==> src/rtl/riscv_pkg.sv <==
// riscv_pkg: shared encodings for the RV32I multi-cycle controller.
// Latency: n/a (types and constants only). Backpressure: n/a.
// Contents: FSM state enum, opcode constants, datapath select encodings, ImmSrc helper.
package riscv_pkg;

  typedef enum logic [3:0] {
    S_FETCH    = 4'd0,
    S_DECODE   = 4'd1,
    S_MEMADR   = 4'd2,
    S_MEMREAD  = 4'd3,
    S_MEMWB    = 4'd4,
    S_MEMWRITE = 4'd5,
    S_EXECR    = 4'd6,
    S_EXECI    = 4'd7,
    S_ALUWB    = 4'd8,
    S_BRANCH   = 4'd9,
    S_JAL      = 4'd10,
    S_JALR1    = 4'd11,
    S_JALR2    = 4'd12,
    S_LUI      = 4'd13
  } state_t;

  localparam logic [6:0] OP_LOAD   = 7'b0000011;
  localparam logic [6:0] OP_STORE  = 7'b0100011;
  localparam logic [6:0] OP_RTYPE  = 7'b0110011;
  localparam logic [6:0] OP_ITYPE  = 7'b0010011;
  localparam logic [6:0] OP_BRANCH = 7'b1100011;
  localparam logic [6:0] OP_JAL    = 7'b1101111;
  localparam logic [6:0] OP_JALR   = 7'b1100111;
  localparam logic [6:0] OP_LUI    = 7'b0110111;

  localparam logic [2:0] ALU_ADD = 3'b000;
  localparam logic [2:0] ALU_SUB = 3'b001;
  localparam logic [2:0] ALU_AND = 3'b010;
  localparam logic [2:0] ALU_OR  = 3'b011;
  localparam logic [2:0] ALU_SLT = 3'b101;

  localparam logic [2:0] IMM_I = 3'b000;
  localparam logic [2:0] IMM_S = 3'b001;
  localparam logic [2:0] IMM_B = 3'b010;
  localparam logic [2:0] IMM_J = 3'b011;
  localparam logic [2:0] IMM_U = 3'b100;

  localparam logic [1:0] RES_ALUOUT = 2'b00;
  localparam logic [1:0] RES_MEM    = 2'b01;
  localparam logic [1:0] RES_ALU    = 2'b10;
  localparam logic [1:0] RES_IMM    = 2'b11;

  localparam logic [1:0] SRCA_PC    = 2'b00;
  localparam logic [1:0] SRCA_OLDPC = 2'b01;
  localparam logic [1:0] SRCA_RS1   = 2'b10;

  localparam logic [1:0] SRCB_RS2  = 2'b00;
  localparam logic [1:0] SRCB_IMM  = 2'b01;
  localparam logic [1:0] SRCB_FOUR = 2'b10;

  // Which ALU mapping the current state wants.
  typedef enum logic [1:0] {
    ACLS_ADD = 2'd0,
    ACLS_SUB = 2'd1,
    ACLS_R   = 2'd2,
    ACLS_I   = 2'd3
  } alu_class_t;

  // Immediate format is a pure function of the opcode; R-type and unknown ops fall back to I.
  function automatic logic [2:0] imm_src_of(input logic [6:0] op);
    case (op)
      OP_STORE:  imm_src_of = IMM_S;
      OP_BRANCH: imm_src_of = IMM_B;
      OP_JAL:    imm_src_of = IMM_J;
      OP_LUI:    imm_src_of = IMM_U;
      default:   imm_src_of = IMM_I;
    endcase
  endfunction

endpackage

==> src/rtl/riscv_multicycle_controller_alu_decoder.sv <==
// alu_decoder: maps opcode/funct fields and the state's ALU class to ALUControl, flags bad funct fields.
// Latency: combinational, 0 cycles. Backpressure: none.
// Ports: op_i/func3_i/func7_i instruction fields, alu_class_i; alu_control_o, illegal_funct_o.
module alu_decoder
  import riscv_pkg::*;
(
  input  logic [6:0] op_i,
  input  logic [2:0] func3_i,
  input  logic [6:0] func7_i,
  input  alu_class_t alu_class_i,
  output logic [2:0] alu_control_o,
  output logic       illegal_funct_o
);

  logic alu_f3_ok;

  always_comb begin
    alu_control_o = ALU_ADD;
    case (alu_class_i)
      ACLS_SUB: alu_control_o = ALU_SUB;
      ACLS_R, ACLS_I: begin
        case (func3_i)
          // Only R-type honours func7[5]; for addi that bit belongs to the immediate.
          3'b000:  alu_control_o = (alu_class_i == ACLS_R && func7_i[5]) ? ALU_SUB : ALU_ADD;
          3'b010:  alu_control_o = ALU_SLT;
          3'b110:  alu_control_o = ALU_OR;
          3'b111:  alu_control_o = ALU_AND;
          default: alu_control_o = ALU_ADD;
        endcase
      end
      default: alu_control_o = ALU_ADD;
    endcase
  end

  assign alu_f3_ok = (func3_i == 3'b000) || (func3_i == 3'b010) ||
                     (func3_i == 3'b110) || (func3_i == 3'b111);

  // Legality is judged on the raw fields, independent of state, so DECODE can use it.
  always_comb begin
    illegal_funct_o = 1'b0;
    case (op_i)
      OP_RTYPE:           illegal_funct_o = !alu_f3_ok ||
                                            !((func7_i == 7'b0000000) || (func7_i == 7'b0100000));
      OP_ITYPE:           illegal_funct_o = !alu_f3_ok;
      OP_LOAD, OP_STORE:  illegal_funct_o = (func3_i != 3'b010);
      OP_JALR:            illegal_funct_o = (func3_i != 3'b000);
      OP_BRANCH:          illegal_funct_o = !((func3_i == 3'b000) || (func3_i == 3'b001) ||
                                              (func3_i == 3'b100) || (func3_i == 3'b101));
      default:            illegal_funct_o = 1'b0;
    endcase
  end

endmodule

==> src/rtl/riscv_multicycle_controller.sv <==
// riscv_multicycle_controller: FSM sequencing the RV32I multi-cycle datapath (shared ALU, unified memory).
// Latency: 3-5 cycles per instruction; +1 cycle per memReady-low cycle in FETCH/MEMREAD/MEMWRITE.
// Backpressure: holds state and all outputs while memReady is low in a memory state.
// Ports: clk, rst; op/func3/func7, zero, lt, memReady in; write enables, mux selects, ALUControl,
//        ImmSrc, instrDone and illegal pulses out.
module riscv_multicycle_controller
  import riscv_pkg::*;
(
  input  logic       clk,
  input  logic       rst,
  input  logic [6:0] op,
  input  logic [2:0] func3,
  input  logic [6:0] func7,
  input  logic       zero,
  input  logic       lt,
  input  logic       memReady,
  output logic       PCWrite,
  output logic       IRWrite,
  output logic       MemWrite,
  output logic       RegWrite,
  output logic       AdrSrc,
  output logic [1:0] ALUSrcA,
  output logic [1:0] ALUSrcB,
  output logic [1:0] ResultSrc,
  output logic [2:0] ALUControl,
  output logic [2:0] ImmSrc,
  output logic       instrDone,
  output logic       illegal
);

  state_t     state_q, state_d;
  alu_class_t alu_class;
  logic       illegal_funct;
  logic       known_op;
  logic       taken;
  logic       pc_write_d, ir_write_d, mem_write_d, reg_write_d, done_d, illegal_d;

  alu_decoder u_alu_decoder (
    .op_i            (op),
    .func3_i         (func3),
    .func7_i         (func7),
    .alu_class_i     (alu_class),
    .alu_control_o   (ALUControl),
    .illegal_funct_o (illegal_funct)
  );

  always_ff @(posedge clk or posedge rst) begin
    if (rst) state_q <= S_FETCH;
    else     state_q <= state_d;
  end

  assign known_op = (op == OP_LOAD) || (op == OP_STORE) || (op == OP_RTYPE) ||
                    (op == OP_ITYPE) || (op == OP_BRANCH) || (op == OP_JAL) ||
                    (op == OP_JALR) || (op == OP_LUI);

  always_comb begin
    case (func3)
      3'b000:  taken = zero;
      3'b001:  taken = !zero;
      3'b100:  taken = lt;
      3'b101:  taken = !lt;
      default: taken = 1'b0;
    endcase
  end

  assign ImmSrc = imm_src_of(op);

  always_comb begin
    state_d     = state_q;
    alu_class   = ACLS_ADD;
    AdrSrc      = 1'b0;
    ALUSrcA     = SRCA_PC;
    ALUSrcB     = SRCB_RS2;
    ResultSrc   = RES_ALUOUT;
    pc_write_d  = 1'b0;
    ir_write_d  = 1'b0;
    mem_write_d = 1'b0;
    reg_write_d = 1'b0;
    done_d      = 1'b0;
    illegal_d   = 1'b0;
    case (state_q)
      S_FETCH: begin
        ALUSrcB    = SRCB_FOUR;
        ResultSrc  = RES_ALU;
        ir_write_d = memReady;
        pc_write_d = memReady;
        if (memReady) state_d = S_DECODE;
      end
      S_DECODE: begin
        // Precompute PC+imm into ALUOut for branch/jal.
        ALUSrcA = SRCA_OLDPC;
        ALUSrcB = SRCB_IMM;
        if (!known_op || illegal_funct) begin
          illegal_d = 1'b1;
          state_d   = S_FETCH;
        end else begin
          case (op)
            OP_LOAD, OP_STORE: state_d = S_MEMADR;
            OP_RTYPE:          state_d = S_EXECR;
            OP_ITYPE:          state_d = S_EXECI;
            OP_BRANCH:         state_d = S_BRANCH;
            OP_JAL:            state_d = S_JAL;
            OP_JALR:           state_d = S_JALR1;
            default:           state_d = S_LUI;
          endcase
        end
      end
      S_MEMADR: begin
        ALUSrcA = SRCA_RS1;
        ALUSrcB = SRCB_IMM;
        state_d = (op == OP_STORE) ? S_MEMWRITE : S_MEMREAD;
      end
      S_MEMREAD: begin
        AdrSrc = 1'b1;
        if (memReady) state_d = S_MEMWB;
      end
      S_MEMWB: begin
        ResultSrc   = RES_MEM;
        reg_write_d = 1'b1;
        done_d      = 1'b1;
        state_d     = S_FETCH;
      end
      S_MEMWRITE: begin
        AdrSrc      = 1'b1;
        mem_write_d = 1'b1;
        if (memReady) begin
          done_d  = 1'b1;
          state_d = S_FETCH;
        end
      end
      S_EXECR: begin
        ALUSrcA   = SRCA_RS1;
        alu_class = ACLS_R;
        state_d   = S_ALUWB;
      end
      S_EXECI: begin
        ALUSrcA   = SRCA_RS1;
        ALUSrcB   = SRCB_IMM;
        alu_class = ACLS_I;
        state_d   = S_ALUWB;
      end
      S_ALUWB: begin
        reg_write_d = 1'b1;
        done_d      = 1'b1;
        state_d     = S_FETCH;
      end
      S_BRANCH: begin
        // Target already sits in ALUOut; the ALU here only compares rs1/rs2.
        ALUSrcA    = SRCA_RS1;
        alu_class  = ACLS_SUB;
        pc_write_d = taken;
        done_d     = 1'b1;
        state_d    = S_FETCH;
      end
      S_JAL: begin
        // PC <= ALUOut (target) while the ALU forms OldPC+4 for the link write.
        ALUSrcA    = SRCA_OLDPC;
        ALUSrcB    = SRCB_FOUR;
        pc_write_d = 1'b1;
        state_d    = S_ALUWB;
      end
      S_JALR1: begin
        ALUSrcA = SRCA_RS1;
        ALUSrcB = SRCB_IMM;
        state_d = S_JALR2;
      end
      S_JALR2: begin
        ALUSrcA    = SRCA_OLDPC;
        ALUSrcB    = SRCB_FOUR;
        pc_write_d = 1'b1;
        state_d    = S_ALUWB;
      end
      S_LUI: begin
        ResultSrc   = RES_IMM;
        reg_write_d = 1'b1;
        done_d      = 1'b1;
        state_d     = S_FETCH;
      end
      default: state_d = S_FETCH;
    endcase
  end

  // Reset must suppress every side effect immediately, not only from the next edge.
  assign PCWrite   = pc_write_d  & ~rst;
  assign IRWrite   = ir_write_d  & ~rst;
  assign MemWrite  = mem_write_d & ~rst;
  assign RegWrite  = reg_write_d & ~rst;
  assign instrDone = done_d      & ~rst;
  assign illegal   = illegal_d   & ~rst;

endmodule

==> config.mk <==
export PLATFORM = sky130hd
export DESIGN_NAME = riscv_multicycle_controller
export DESIGN_NICKNAME = d
export VERILOG_FILES = /design/src/rtl/riscv_pkg.sv /design/src/rtl/riscv_multicycle_controller_alu_decoder.sv /design/src/rtl/riscv_multicycle_controller.sv
export SDC_FILE = /design/constraint.sdc
export NUM_CORES = 1
export LEC_CHECK = 0
export ABC_AREA = 1
export BUFFER_PORTS_ARGS = -buffer_cell sky130_fd_sc_hd__buf_4
export CORE_UTILIZATION = 48
export DETAILED_ROUTE_END_ITERATION = 12
export GPL_ROUTABILITY_DRIVEN = 0
export GPL_TIMING_DRIVEN = 0
export MAX_ROUTING_LAYER = met4
export PLACE_DENSITY_LB_ADDON = 0.15
export SYNTH_ARGS = -nofsm -noshare
export SYNTH_HDL_FRONTEND = slang
export SYNTH_SLANG_ARGS = --single-unit
==> constraint.sdc <==
create_clock -name clk -period 2.8 [get_ports clk]
set_clock_uncertainty 0.2 [all_clocks]
set_input_delay 0.14 -clock clk [delete_from_list [all_inputs] [get_ports clk]]
set_output_delay 0.14 -clock clk [all_outputs]
set_load 0.01 [all_outputs]
==> metrics <==
status=finished, violations left; failing checks=design-rule violations; die height=42.2 um; ANT nets after route=0; H-tree levels=1; Rel. slew slack=73.3%; die area=1780 um^2; Reg2Reg Setup Slack=1.17 ns; die width=42.2 um; first-pass iteration count of the detailed router=8; syn nets=174; Post-Synthesis Cell Area=777 um^2; fmax=521 MHz; fillers=153; setup TNS=0 ns; Worst Path Max Fanout=5; final HPWL from detailed placement=1830 um; layout cells sized above 1=32.7%; initial antenna violation count=0; grt total ovfl=0; CP required=2.46 ns; Num CTS Buffers=3; clock slew at reported path FFs=0.04 ns; critical path startpoint category=flop; TritonCTS Sinks=4; setup ws final=0.881 ns; first-pass GRT wire length=3800 um; WL final=2200 um; largest net degree at the start of global routing=7; Slew @ Worst Pin=0.398 ns; Seq/Total Area, Yosys=12.9%; most common cell after layout, fill and taps aside=nand2_1; Largest regs=state_q: 4 flops; Yosys reg bits=4; Yosys Warn Count=0; Worst setup EP type=output pin; DR iter-0 viols=32; per-cell routed wire length=10.4 um; drt drc=1; Hold-fix buffers, CTS=1; Synth cell types=24; CTS Buffer Depth=2; cts repair resizes=0; Final Cycle Share=68.5%; RSZ-0062 raised after global routing=false; most frequent cells in the layout=nand2_1, buf_4, nor2_1; routed vias=1067; Root Driver=clkbuf_4; Std-Cell Rows=14; Final min period=1.92 ns; Final #Nets=220; Worst VDD drop=0.423 mV; Min-Delay Path Class=input pin to flop; multi-input logic area=564 um^2; syn_area_per_cell=5.11 um^2; Core ar.=1510 um^2; Power Density=411 nW/um^2; post-synthesis cell count=152; Layout area overhead=45.4%; TritonCTS clock tree=built; Lkg Pwr=0.000695 uW; number of maximum-capacitance violations=0; Largest Register=state_q; # Post-CTS Setup Buffers=0; drt via density=5.03; Final Hold Vio Count=0; DP Worst Slack=1.16 ns; max-slew violations=0; WP data arrival=1.58 ns; PortBufs=40; number of flip-flops in the largest register=4; vias in the first global route=969; Skew-Pair Late Insertion Delay=0.23 ns; Starting Density=51.6%; io pins=41; CP Class=flop to output pin; diodes inserted=0; register area=100 um^2; Tot GR Track Use=26.9%; setup violators final=0
==> per-layer routing <==
| layer | vias up | wire (um) | global-route usage (%) |
|---|---|---|---|
| li1 | 560 | - | - |
| met2 | 31 | 1090 | 46.5 |
| met5 | - | 0 | - |
| met3 | 0 | 94 | 0 |
| met1 | 476 | 1010 | 35.3 |
| met4 | 0 | 0 | 6.88 |
==> cell usage after synthesis <==
master | number | area, um^2
nand2_1 | 46 | 173
a21oi_1 | 4 | 20.0
or2_0 | 1 | 6.26
xor2_1 | 1 | 8.76
dfrtp_1 | 4 | 100
a22o_1 | 1 | 8.76
nor2_2 | 5 | 31.3
nand3b_1 | 1 | 7.51
nand3_1 | 10 | 50.1
a31oi_1 | 2 | 12.5
o21bai_1 | 1 | 7.51
nor3_1 | 1 | 5.00
o211ai_2 | 1 | 12.5
nor2_4 | 1 | 11.3
a21oi_2 | 1 | 8.76
o21ai_0 | 5 | 25.0
inv_1 | 23 | 86.3
a32oi_1 | 1 | 8.76
o2111ai_1 | 1 | 8.76
nand3_2 | 2 | 20.0
nor2_1 | 27 | 101
nand2_2 | 4 | 25.0
nand4_1 | 2 | 12.5
inv_2 | 7 | 26.3
==> cell type report <==
| class | count | area share (%) |
|---|---|---|
| Clock buffer | 3 | 1.99 |
| Inverter | 30 | 9.97 |
| Multi-Input combinational cell | 118 | 49.9 |
| Sequential cell | 4 | 8.86 |
| Tap cell | 16 | 1.77 |
| Timing Repair Buffer | 41 | 27.5 |
==> path summary, 6_finish.rpt <==
check                                        from                endpoint  cells past startpoint
max reg2reg                state_q[3]$_DFFE_PP0P_  state_q[2]$_DFFE_PP0P_                      9
min reg2reg                state_q[0]$_DFFE_PP0P_  state_q[0]$_DFFE_PP0P_                      2
max                        state_q[3]$_DFFE_PP0P_                 illegal                      6
min in group asynchronous                     rst  state_q[2]$_DFFE_PP0P_                      3
min                                      memReady  state_q[2]$_DFFE_PP0P_                      4
max in group asynchronous                     rst  state_q[1]$_DFFE_PP0P_                      3
==> worst max-delay path: stages (launching register included) <==
cell     delay, ns
dfrtp_1       0.42
nor2_1        0.13
inv_1         0.10
nor2_1        0.20
inv_1         0.14
nor3_1        0.20
buf_4         0.15
==> per-stage QoR <==
stage / util (%) / power [uW] / hold slack (ns) / cell area, um^2 / cells
floorplan: - / 260 / -0.286 / 777 / 152
global placement: 72.8 / 384 / -0.119 / 1100 / 208
detailed placement: 72.8 / 393 / -0.114 / 1100 / 208
CTS: 75.0 / 467 / 0.0405 / 1130 / 212
global route: 75.0 / 504 / 0.0797 / 1130 / 212
finish: 75.0 / 464 / 0.0466 / 1130 / 212
==> report_power, final <==
group / switching [uW] / internal [uW] / leakage [uW] / total (uW)
registers: 11.7 / 67.9 / 0.0000536 / 79.6
clock network: 20.2 / 47.7 / 0.0000138 / 67.9
logic: 185 / 131 / 0.000628 / 317
total: 217 / 247 / 0.000695 / 464
==> cells by family after synthesis <==
family | share of synthesized area (%)
buffers and inverters | 14.5
DFF | 12.9
AOI/OAI and AO/OA | 14.5
and+or+nand+nor | 57.0
xor gates and xnor gates | 1.13
Note: power is estimated with default switching activity, not from simulation.
